===== config.mk =====
export PLATFORM = sky130hd
export DESIGN_NAME = uart_tx_arbiter
export DESIGN_NICKNAME = d
export VERILOG_FILES = /design/src/rtl/uart_arb_pkg.sv /design/src/rtl/uart_rr_picker.sv /design/src/rtl/uart_tx_arbiter.sv
export SDC_FILE = /design/constraint.sdc
export NUM_CORES = 1
export LEC_CHECK = 0
export ABC_AREA = 1
export CAP_MARGIN = 20
export CORE_MARGIN = 2
export CORE_UTILIZATION = 53
export CTS_BUF_LIST = sky130_fd_sc_hd__clkbuf_8
export DETAILED_ROUTE_END_ITERATION = 16
export PLACE_DENSITY = 0.83
export SLEW_MARGIN = 20
export SYNTH_ARGS = -nofsm -noshare
export SYNTH_HDL_FRONTEND = slang
export SYNTH_SLANG_ARGS = --single-unit

===== constraint.sdc =====
create_clock -name clk -period 3.7 [get_ports clk]
set_clock_uncertainty 0.2 [all_clocks]
set_input_delay 0.925 -clock clk [delete_from_list [all_inputs] [get_ports clk]]
set_output_delay 0.925 -clock clk [all_outputs]
set_load 0.05 [all_outputs]

===== src/rtl/uart_arb_pkg.sv =====
// Shared types and constants for the UART transmit arbiter.
// The optional inter-frame gap is enabled with the UART_ARB_GAP_EN macro.
package uart_arb_pkg;

    typedef enum logic [1:0] {
        IDLE,
        LOAD,
        WAIT,
        GAP
    } arb_state_t;

    localparam int unsigned DATA_W     = 8;
    localparam int unsigned FRAME_BITS = 10;

    // Start bit + 8 data bits + stop bit, in clk cycles.
    function automatic int unsigned frame_cycles(input int unsigned clks_per_bit);
        return FRAME_BITS * clks_per_bit;
    endfunction

endpackage


===== src/rtl/uart_rr_picker.sv =====
// Combinational round-robin picker: first set request searching upward from ptr+1,
// wrapping modulo N_REQ.
module uart_rr_picker #(
    parameter int unsigned N_REQ = 4,
    localparam int unsigned IDX_W = $clog2(N_REQ)
) (
    input  logic [N_REQ-1:0] req,
    input  logic [IDX_W-1:0] ptr,
    output logic [N_REQ-1:0] grant,
    output logic [IDX_W-1:0] grant_idx,
    output logic             any
);

    always_comb begin
        int unsigned idx;
        idx       = 0;
        grant     = '0;
        grant_idx = '0;
        any       = 1'b0;
        for (int unsigned k = 1; k <= N_REQ; k++) begin
            idx = (32'(ptr) + k) % N_REQ;
            if (!any && req[idx]) begin
                any        = 1'b1;
                grant[idx] = 1'b1;
                grant_idx  = IDX_W'(idx);
            end
        end
    end

endmodule


===== src/rtl/uart_tx_arbiter.sv =====
// Round-robin arbiter sharing one UART transmitter between N_REQ byte producers; it
// self-times each frame. Define UART_ARB_GAP_EN to add GAP_BITS idle bit-times per frame.
module uart_tx_arbiter
    import uart_arb_pkg::*;
#(
    parameter int unsigned N_REQ        = 4,
    parameter int unsigned CLKS_PER_BIT = 434,
    parameter int unsigned START_HOLD   = 434,
    parameter int unsigned GAP_BITS     = 1
) (
    input  logic                      clk,
    input  logic                      rst,
    input  logic [N_REQ-1:0]          req_valid,
    input  logic [DATA_W*N_REQ-1:0]   req_data,
    output logic [N_REQ-1:0]          req_ready,
    output logic [$clog2(N_REQ)-1:0]  grant_id,
    output logic                      busy,
    output logic                      start,
    output logic [DATA_W-1:0]         data_in
);

    localparam int unsigned IDX_W        = $clog2(N_REQ);
    localparam int unsigned FRAME_CYCLES = frame_cycles(CLKS_PER_BIT);
    localparam int unsigned GAP_CYCLES   = GAP_BITS * CLKS_PER_BIT;
    localparam int unsigned CNT_W        = $clog2(FRAME_CYCLES + GAP_CYCLES + 1);

    localparam logic [CNT_W-1:0] HOLD_LAST  = CNT_W'(START_HOLD - 1);
    localparam logic [CNT_W-1:0] FRAME_LAST = CNT_W'(FRAME_CYCLES - 1);
`ifdef UART_ARB_GAP_EN
    localparam logic [CNT_W-1:0] GAP_LAST   = CNT_W'(FRAME_CYCLES + GAP_CYCLES - 1);
`endif

    if (N_REQ < 2) begin : gen_bad_nreq
        $error("uart_tx_arbiter: N_REQ must be at least 2");
    end
    if (START_HOLD < 1 || START_HOLD >= FRAME_CYCLES) begin : gen_bad_hold
        $error("uart_tx_arbiter: START_HOLD must be in [1, FRAME_CYCLES)");
    end
`ifdef UART_ARB_GAP_EN
    if (GAP_BITS < 1) begin : gen_bad_gap
        $error("uart_tx_arbiter: GAP_BITS must be at least 1 when the gap is enabled");
    end
`endif

    arb_state_t        state_q, state_d;
    logic [CNT_W-1:0]  cnt_q, cnt_d;
    logic [IDX_W-1:0]  ptr_q, ptr_d;
    logic [IDX_W-1:0]  grant_q, grant_d;
    logic [DATA_W-1:0] data_q, data_d;
    logic              busy_q, busy_d;

    logic [N_REQ-1:0]  pick_grant;
    logic [IDX_W-1:0]  pick_idx;
    logic              pick_any;

    uart_rr_picker #(
        .N_REQ (N_REQ)
    ) u_picker (
        .req       (req_valid),
        .ptr       (ptr_q),
        .grant     (pick_grant),
        .grant_idx (pick_idx),
        .any       (pick_any)
    );

    always_comb begin
        state_d   = state_q;
        cnt_d     = cnt_q;
        ptr_d     = ptr_q;
        grant_d   = grant_q;
        data_d    = data_q;
        busy_d    = busy_q;
        req_ready = '0;
        start     = 1'b0;

        unique case (state_q)
            IDLE: begin
                // Gate with rst so the accept pulse is also silent while reset is asserted.
                req_ready = pick_grant & {N_REQ{rst}};
                if (pick_any) begin
                    state_d = LOAD;
                    data_d  = req_data[pick_idx*DATA_W +: DATA_W];
                    grant_d = pick_idx;
                    ptr_d   = pick_idx;
                    busy_d  = 1'b1;
                    cnt_d   = '0;
                end
            end
            LOAD: begin
                start = 1'b1;
                cnt_d = cnt_q + 1'b1;
                if (cnt_q == HOLD_LAST) begin
                    state_d = WAIT;
                end
            end
            WAIT: begin
                // Count carries over from LOAD so occupancy is exactly FRAME_CYCLES.
                cnt_d = cnt_q + 1'b1;
                if (cnt_q == FRAME_LAST) begin
`ifdef UART_ARB_GAP_EN
                    state_d = GAP;
`else
                    state_d = IDLE;
                    busy_d  = 1'b0;
                    cnt_d   = '0;
`endif
                end
            end
            GAP: begin
`ifdef UART_ARB_GAP_EN
                cnt_d = cnt_q + 1'b1;
                if (cnt_q == GAP_LAST) begin
                    state_d = IDLE;
                    busy_d  = 1'b0;
                    cnt_d   = '0;
                end
`else
                state_d = IDLE;
                busy_d  = 1'b0;
                cnt_d   = '0;
`endif
            end
            default: begin
                state_d = IDLE;
                busy_d  = 1'b0;
                cnt_d   = '0;
            end
        endcase
    end

    always_ff @(posedge clk or negedge rst) begin
        if (!rst) begin
            state_q <= IDLE;
            cnt_q   <= '0;
            ptr_q   <= IDX_W'(N_REQ - 1);
            grant_q <= '0;
            data_q  <= '0;
            busy_q  <= 1'b0;
        end else begin
            state_q <= state_d;
            cnt_q   <= cnt_d;
            ptr_q   <= ptr_d;
            grant_q <= grant_d;
            data_q  <= data_d;
            busy_q  <= busy_d;
        end
    end

    assign grant_id = grant_q;
    assign data_in  = data_q;
    assign busy     = busy_q;

    a_ready_onehot: assert property (@(posedge clk) disable iff (!rst) $onehot0(req_ready));
    a_start_busy:   assert property (@(posedge clk) disable iff (!rst) start |-> busy);

endmodule


==> flow_results.xml <==
<?xml version="1.0" encoding="UTF-8"?>
<metrics>
  <group name="logic_synthesis">
    <metric name="synth-seq-area-share" unit="%">28.88</metric>
    <metric name="synthesis.nets" unit="">411</metric>
    <metric name="netlist-cell-type-count" unit="">32</metric>
    <metric name="synthCells" unit="">359</metric>
    <metric name="synth_area" unit="mm^2">0.002435</metric>
    <metric name="syn_area_per_cell" unit="um^2">6.782</metric>
    <metric name="ys_ff_latch" unit="">28</metric>
    <metric name="yosysWarnings" unit="">0</metric>
  </group>
  <group name="route">
    <metric name="viasPerCell" unit="">5.340</metric>
    <metric name="totalWireLength" unit="um">5842</metric>
    <metric name="wl_per_cell" unit="um">12.51</metric>
    <metric name="drcViolationCount" unit="">0</metric>
    <metric name="detailedRoute.firstIterationViolations" unit="">148</metric>
    <metric name="first_pass_iters" unit="">4</metric>
    <metric name="vias" unit="">2494</metric>
    <metric name="drtAntennaViolNets" unit="">0</metric>
  </group>
  <group name="sta">
    <metric name="final_total_negative_setup_slack" unit="ns">0</metric>
    <metric name="period_minus_slack" unit="ns">3.506</metric>
    <metric name="final.period_utilization" unit="%">94.76</metric>
    <metric name="timing.slew.headroom" unit="%">64.63</metric>
    <metric name="max_freq" unit="GHz">0.2852</metric>
    <metric name="worst_margin_pin_slew" unit="ns">0.5288</metric>
    <metric name="setup-violations-final" unit="">0</metric>
    <metric name="setup_repair_after_global_routing_missed_its_margin" unit="">no</metric>
    <metric name="timing_max_transition_violations_final" unit="">0</metric>
    <metric name="final_hold_viol_count" unit="">0</metric>
  </group>
  <group name="floorplanning">
    <metric name="floorplan.die_area" unit="mm^2">0.005152</metric>
    <metric name="die_width" unit="um">71.78</metric>
    <metric name="die_h" unit="um">71.78</metric>
    <metric name="boundaryPins" unit="">54</metric>
    <metric name="fp-row-count" unit="">24</metric>
    <metric name="initial_core_utilization" unit="%">55.54</metric>
    <metric name="placeableCoreArea" unit="mm^2">0.004384</metric>
  </group>
  <group name="place">
    <metric name="placed_cell_area" unit="mm^2">0.003057</metric>
    <metric name="port_buffers" unit="">53</metric>
    <metric name="dp_hpwl" unit="um">4295</metric>
    <metric name="gp_congestion" unit="">0.8576</metric>
  </group>
  <group name="grt">
    <metric name="number_of_global_route_vias_before_repair" unit="">2283</metric>
    <metric name="grt-ovfl-total" unit="">0</metric>
    <metric name="first_pass_grt_wire_length" unit="um">9770</metric>
    <metric name="initial_antenna_violation_count" unit="">0</metric>
    <metric name="global_route_total_usage_across_every_layer" unit="%">23.37</metric>
    <metric name="grt_max_degree" unit="">29</metric>
  </group>
  <group name="clocking">
    <metric name="clkTransAtPathRegs" unit="ns">0.09</metric>
    <metric name="tritoncts" unit="">built</metric>
    <metric name="depth_of_the_cts_h_tree" unit="">1</metric>
    <metric name="ctsLongestPathBuffers" unit="">2</metric>
    <metric name="cts_inserted_buffers" unit="">3</metric>
    <metric name="cts_root_buf" unit="">sky130_fd_sc_hd__clkbuf_8</metric>
    <metric name="cts_num_sinks" unit="">28</metric>
    <metric name="clock_insertion_delay_worst_skew" unit="ns">0.28</metric>
  </group>
  <group name="worst_setup_path">
    <metric name="timing.critical_path.fanout_max" unit="">13</metric>
    <metric name="worstReg2RegEnd" unit="">data_in[4]$_DFFE_PN0P_</metric>
    <metric name="critical_path_required" unit="ns">2.57</metric>
    <metric name="start_to_end_type_of_the_worst_setup_path" unit="">reg2out</metric>
    <metric name="critPathCaptureType" unit="">output port</metric>
    <metric name="rrSetupSlack" unit="ns">1.08</metric>
    <metric name="rr_worst_depth" unit="">13</metric>
    <metric name="crit_arrival" unit="ns">2.38</metric>
    <metric name="rr_startpoint" unit="">ptr_q[0]$_DFFE_PN1P_</metric>
    <metric name="worstSetupStartpointType" unit="">flip-flop</metric>
  </group>
  <group name="worst_hold_path">
    <metric name="hold_path_class" unit="">reg2reg</metric>
    <metric name="holdPathEnd" unit="">cnt_q[10]$_DFFE_PN0P_</metric>
    <metric name="hold_depth" unit="">1</metric>
    <metric name="worst_hold_startpoint" unit="">cnt_q[10]$_DFFE_PN0P_</metric>
  </group>
  <group name="power">
    <metric name="power_after_layout" unit="uW">667.1</metric>
    <metric name="leakagePower" unit="uW">0.001763</metric>
    <metric name="power.density_cell_area" unit="mW/mm^2">210.0</metric>
    <metric name="vdd_drop_max" unit="mV">0.1697</metric>
  </group>
  <group name="cells_and_area">
    <metric name="area_growth_syn_to_layout" unit="%">30.47</metric>
    <metric name="sequential_cell_area_in_the_final_layout" unit="um^2">703.2</metric>
    <metric name="postLayoutCellArea" unit="mm^2">0.003177</metric>
    <metric name="final_net_count" unit="">468</metric>
    <metric name="post_route_cells_drive_above_1_share" unit="%">13.98</metric>
    <metric name="most_common_library_cell_in_the_layout_ignoring_fill_and_taps" unit="">sky130_fd_sc_hd__nand2_1</metric>
    <metric name="antenna_cells" unit="">0</metric>
    <metric name="n_fill_cell" unit="">348</metric>
    <metric name="multi_input_area" unit="mm^2">0.001409</metric>
    <metric name="most-common-layout-cells" unit="">sky130_fd_sc_hd__nand2_1 (96), sky130_fd_sc_hd__inv_1 (67), sky130_fd_sc_hd__clkdlybuf4s50_1 (45), sky130_fd_sc_hd__nand3_1 (31), sky130_fd_sc_hd__dfrtp_1 (26)</metric>
  </group>
  <group name="job">
    <metric name="max-cap-violations" unit="">0</metric>
  </group>
  <group name="run_status">
    <metric name="outcome" unit="">finished clean</metric>
  </group>
</metrics>
==> cells by family (layout without fill, tap and decap cells) <==
kind of cell	Yosys count	count (layout)	synth area share [%]
simple gates	193	193	39.31
buf+inv	84	140	14.54
compound gates	38	38	9.302
flops	28	28	28.88
fa+ha+maj	14	14	7.194
xor+xnor	1	1	0.3598
mux	1	1	0.4111
==> sequential cells by signal, summed over array words and instances (netlist names) <==
register	cells
cnt_q	13
data_in	8
grant_id	2
ptr_q	2
state_q	2
busy	1
==> worst max-delay path by stage <==
| stage | from | endpoint | slack, ns | cells after the start |
|---|---|---|---|---|
| after floorplan | ptr_q[0]$_DFFE_PN1P_ | req_ready[0] | 0.37 | 12 |
| after global placement | req_valid[2] | req_ready[2] | 0.06 | 13 |
| after detailed placement | req_valid[2] | req_ready[2] | -0.12 | 13 |
| after CTS | req_valid[1] | req_ready[2] | 0.0005 | 12 |
| after global routing | ptr_q[0]$_DFFE_PN1P_ | req_ready[1] | 0.05 | 13 |
| final | ptr_q[0]$_DFFE_PN1P_ | req_ready[1] | 0.19 | 13 |
==> per-stage QoR <==
stage / util, % / instances / hold WS (ns) / worst slack, ns
2_1_floorplan: - / 359 / 0.2328 / 0.3726
3_3_place_gp: 69.72 / 462 / 0.2513 / 0.05746
3_5_place_dp: 69.72 / 462 / 0.2542 / -0.1171
4_1_cts: 71.60 / 466 / 0.2725 / 0.0005007
5_1_grt: 72.46 / 467 / 0.3016 / 0.04610
6_report: 72.46 / 467 / 0.2715 / 0.1937
==> metal layers <==
metal | global-route usage, % | share of wire (%)
met1 | 30.26 | 45
met2 | 41.46 | 50
met3 | 3.235 | 4.2
met4 | 5.241 | 1.1
met5 | 0 | 0
==> report_power, final <==
group / internal (uW) / switching [uW]
clock: 145 / 94.0
combinational: 60.1 / 62.3
sequential: 306 / 0
total: 511 / 156
==> synthesized netlist by cell type, drive strengths merged <==
| master | number | area, um^2 |
|---|---|---|
| dfrtp | 26 | 650.6 |
| nand2 | 112 | 480.5 |
| dfstp | 2 | 52.55 |
| a31oi | 1 | 6.260 |
| ha | 14 | 175.2 |
| nand3 | 39 | 245.2 |
| inv | 75 | 286.5 |
| clkinv | 1 | 8.760 |
| buf | 8 | 58.80 |
| nand4 | 20 | 140.1 |
| nor3 | 7 | 35.03 |
| o22ai | 5 | 31.28 |
| nor2 | 15 | 56.30 |
| a21oi | 14 | 85.09 |
| mux2i | 1 | 10.01 |
| a22oi | 1 | 7.510 |
| o31ai | 2 | 15.01 |
| xor2 | 1 | 8.760 |
| a21boi | 1 | 7.510 |
| o21ai | 14 | 73.82 |
==> critical path, stage by stage (launching register included) <==
cell                       delay (ns)
sky130_fd_sc_hd__dfstp_2         0.58
sky130_fd_sc_hd__inv_6           0.08
sky130_fd_sc_hd__ha_2            0.39
sky130_fd_sc_hd__inv_2           0.07
sky130_fd_sc_hd__nand2_2         0.09
sky130_fd_sc_hd__nand2_4         0.06
sky130_fd_sc_hd__clkinv_4        0.11
sky130_fd_sc_hd__nand3_2         0.10
sky130_fd_sc_hd__inv_2           0.11
sky130_fd_sc_hd__nand2_4         0.09
sky130_fd_sc_hd__o21ai_0         0.15
sky130_fd_sc_hd__nand2_1         0.06
sky130_fd_sc_hd__inv_1           0.09
sky130_fd_sc_hd__buf_12          0.14
==> layout make-up <==
cell class	instances	area share, %
Multi-Input combinational cell	247	44.35
Sequential cell	28	22.13
Timing Repair Buffer	60	19.93
Inverter	76	9.295
Tap cell	52	2.048
Clock buffer	3	1.300
Clock inverter	1	0.9453
==> timing repair <==
item                                   CTS  global route
buffers inserted                         0             1
hold buffers                             0             0
endpoints found under the hold margin    0             0
pin swaps                                1             0
gates cloned                             0             0
setup endpoints to repair                3             4
resized for setup                        5            12
Power figures use the tool's default switching activity.
